==> src/rtl/serial_byte_transmitter.sv <==
// LSB-first parallel-to-serial shifter: one bit of `in` per enabled clock,
// then `done` stays high and `out` returns to 0 until the next reset.
module serial_byte_transmitter #(
    parameter int WIDTH = 32
) (
    input  logic             clk,
    input  logic             reset,
    input  logic             enable,
    input  logic [WIDTH-1:0] in,
    output logic             out,
    output logic             done
);

    localparam int IDX_W = $clog2(WIDTH + 1);
    localparam int PAD_W = (1 << IDX_W) - WIDTH;
    localparam logic [IDX_W-1:0] LAST_IDX = IDX_W'(WIDTH);

    logic [IDX_W-1:0]       idx_reg;
    logic [IDX_W-1:0]       idx_next;
    logic                   out_reg;
    logic                   out_next;
    logic [(1<<IDX_W)-1:0]  in_padded;

    // Pad to a power of two so the counter indexes the word at its natural width.
    assign in_padded = {{PAD_W{1'b0}}, in};
    assign done      = (idx_reg == LAST_IDX);
    assign out       = out_reg;

    always_comb begin
        idx_next = idx_reg;
        out_next = out_reg;
        if (enable) begin
            if (!done) begin
                out_next = in_padded[idx_reg];
                idx_next = idx_reg + IDX_W'(1);
            end else begin
                out_next = 1'b0;
            end
        end
    end

    always_ff @(posedge clk) begin
        if (reset) begin
            idx_reg <= '0;
            out_reg <= 1'b0;
        end else begin
            idx_reg <= idx_next;
            out_reg <= out_next;
        end
    end

endmodule

==> config.mk <==
export PLATFORM = sky130hd
export DESIGN_NAME = serial_byte_transmitter
export DESIGN_NICKNAME = d
export VERILOG_FILES = /design/src/rtl/serial_byte_transmitter.sv
export SDC_FILE = /design/constraint.sdc
export NUM_CORES = 1
export LEC_CHECK = 0
export CORE_MARGIN = 10
export CORE_UTILIZATION = 35
export CTS_BUF_LIST = sky130_fd_sc_hd__clkbuf_8
export CTS_CLUSTER_SIZE = 16
export DETAILED_ROUTE_END_ITERATION = 8
export GPL_TIMING_DRIVEN = 0
export PLACE_DENSITY = 0.85
export SLEW_MARGIN = 5
export SYNTH_ARGS = -nofsm -noshare
export SYNTH_HDL_FRONTEND = slang
export SYNTH_SLANG_ARGS = --single-unit
export TNS_END_PERCENT = 50
==> constraint.sdc <==
create_clock -name clk -period 1.6 [get_ports clk]
set_input_delay 0.24 -clock clk [delete_from_list [all_inputs] [get_ports clk]]
set_output_delay 0.24 -clock clk [all_outputs]
set_load 0.01 [all_outputs]
==> metrics.txt <==
Post-Layout Cell Count=130; peak supply drop=0.3243 mV; CP Cell Sequence=buf_6, mux4_1, a22oi_1, a31o_1, o21ai_1; floorplan row count=15; worst min-delay path category=primary input to flip-flop; Worst Max-Slew Pin Slew=395.7 ps; unrepaired setup endpoints after global routing=yes; static leakage=0.4204 nW; # clock sinks=7; syn avg cell area=9.971 um^2; worst endpoint required time=1720 ps; WHS Path Cells=2; Critical Path AT=1710 ps; Synthesized Nets=101; pin count of the biggest net entering global routing=11; worst path buffer plus inverter count=1; deepest clock path buffer count=2; area delta synth->final=73.33%; crit path capture type=flip-flop; post-synthesis cell count=64; Iteration-0 DRC Markers=9; Initial Util=0.3696; max reg flops=6; critical setup path kind=flip-flop to flip-flop; # nets final=143; Final Cycle Share=0.9964; Mapped Area=638.1 um^2; clock skew=2.020 ps; largest family of logic cells by synthesized area=multiplexers; Vias/cell=5.262; compound-gate portion of the synthesized area=0.1196; Simple-Gate Fraction of Synth Area=0.1980; Skew-Pair Late Insertion Delay=230 ps; number of antenna diodes=0; wire length per cell=16.32 um; Yosys reg bits=7; DRC viols=0; Netlist cell types=33; Reg2Reg Depth=5; die height=62.70 um; worst r2r src=idx_reg[0]; Critical R2R Capture=out; Power Density=596.1 nW/um^2; Hold Path End=idx_reg[1]; grt ovf=0; Total GRT Usage=0.1082; Warnings, synthesis=0; share of layout cells above drive strength 1=0.1524; post-route ant nets=0; CP startpoint kind=flip-flop; min-delay src=reset; clk slew on worst S/H paths=40 ps; drt first pass iters=4; Inst Count DP=124; fillers=144; FMAX=627.3 MHz; gpl congestion=0.8022; Final min period=1594 ps; Num CTS Buffers=3; flop2flop setup slack=6 ps; Adder-Cell Fraction of Synth Area=0.03922; post-DP HPWL=1667 um; xor/xnor share of the synthesized area=0.05490; Routed WL=2121 um; number of global-route vias before repair=756; Slowest cell on crit path=mux4_1; DP Worst Slack=-249.4 ps; global-route wire length before repair=3581 um; Die Width=62.70 um; Vias=684; PortBufs=35; Worst slew margin=0.7362; worst-path maximum fanout=6; Die ar.=3931 um^2; sequential-to-total area share from yosys stat=0.2196; Crit path largest cell delay=540 ps; boundary pin count=37; setup violators final=0; status=finished, final reports clean; fin. max-slew vios=0; initial antenna violation count=0; max_cap viols=0; final setup margin=5.750 ps; post-synthesis mux area share=0.3196; CTS tree=done; H-Tree Depth=1; number of hold violations in the final report=0; delay-heaviest family, CP=multiplexers; CTS root buf=clkbuf_8; core area=1727 um^2
==> worst max-delay path by stage <==
stage | from | cells after the start | to
after global placement | in[13] | 5 | out
after floorplan | idx_reg[0] | 5 | out
after CTS | idx_reg[0] | 5 | out
final | idx_reg[0] | 5 | out
after global routing | idx_reg[0] | 5 | out
after detailed placement | idx_reg[1] | 6 | done
==> layer usage <==
| layer | vias to the layer above | global-route usage | part of all wire | routed length (um) |
|---|---|---|---|---|
| met3 | 5 | 0.01971 | 0.041 | 86 |
| met2 | 30 | 0.1949 | 0.50 | 1070 |
| met1 | 325 | 0.1217 | 0.44 | 926 |
| met5 | - | 0 | 0 | 0 |
| met4 | 0 | 0.04190 | 0.017 | 37 |
| li1 | 324 | - | - | - |
==> cell families (layout without fill, tap and decap cells) <==
family / after synthesis / count (layout)
AOI/OAI and AO/OA: 10 / 10
xor gates and xnor gates: 4 / 4
adders and majority gates: 2 / 2
buffers and inverters: 6 / 47
DFF: 7 / 7
muxes: 11 / 11
and+or+nand+nor: 24 / 24
==> synthesized netlist by cell type <==
master | count | area [um^2]
o22ai_1 | 1 | 6.260
o21ai_0 | 1 | 5.000
o21ai_1 | 1 | 5.000
xor2_1 | 2 | 17.52
nor2_1 | 7 | 26.28
nand3_1 | 1 | 5.000
nor2b_1 | 2 | 12.51
o311a_1 | 1 | 10.01
dfxtp_1 | 7 | 140.1
o31a_1 | 1 | 8.760
mux4_2 | 1 | 22.52
a31o_1 | 1 | 8.760
or3b_1 | 1 | 8.760
or3_1 | 2 | 12.51
buf_1 | 1 | 3.750
buf_6 | 1 | 11.26
nor4b_2 | 1 | 15.01
mux4_1 | 5 | 131.4
a21oi_1 | 1 | 5.000
a22o_1 | 1 | 8.760
buf_2 | 1 | 5.000
nor3_1 | 1 | 5.000
a22oi_1 | 1 | 7.510
ha_1 | 2 | 25.02
nand4_1 | 1 | 6.260
mux2i_1 | 5 | 50.05
xnor2_1 | 2 | 17.52
or2_2 | 1 | 6.260
o221a_1 | 1 | 11.26
inv_1 | 2 | 7.510
and2_1 | 1 | 6.260
nand2_1 | 6 | 22.52
clkbuf_1 | 1 | 3.750
==> per-stage QoR <==
stage	cell area, um^2	util	hold WS, ps	total power (W)	setup TNS [ps]
floorplan	638.1	-	407.5	0.0002933	0
global placement	1020	0.5906	449.1	0.0003899	-424.7
detailed placement	1020	0.5906	447.0	0.0003962	-485.1
CTS	1104	0.6391	350.4	0.0006606	0
global route	1106	0.6406	374.4	0.0006914	-103.4
finish	1106	0.6406	366.9	0.0006594	0
==> area by class of cell <==
cell class                 instances  area (um^2)  share of cell area
multi-input combinational         51        470.5              0.4253
clock inverter                     1        3.754            0.003394
inverter                           2        7.507            0.006787
clock buffer                       3        41.29             0.03733
buffer                             4        33.78             0.03054
timing repair buffer              37        372.9              0.3371
tap                               25        31.28             0.02828
sequential                         7        145.1              0.1312
==> repair_timing <==
item                       4_1_cts  5_1_grt
pin swaps                        1        0
setup buffers                    2        0
hold buffers                     0        0
setup endpoints to repair        3        2
gates resized for setup         12        1
cloned                           0        0
==> where the power goes <==
part | switching (W) | internal, W | total [W]
logic | 0.0000665 | 0.000156 | 0.000223
registers | 0.00000961 | 0.000184 | 0.000193
clock network | 0.0000770 | 0.000166 | 0.000243
==> cells in the final DEF (no fill, tap or decap), types with 2 or more instances in the layout <==
master            n
xnor2_1           2
nand2_1           5
ha_1              2
xor2_1            2
nor2_1            7
mux4_2            2
inv_1             3
dfxtp_1           5
or3_1             2
clkbuf_8          3
mux2i_1           5
clkdlybuf4s50_1  34
nor2b_1           2
mux4_1            4
No activity file was read; power rests on OpenSTA's default activity.
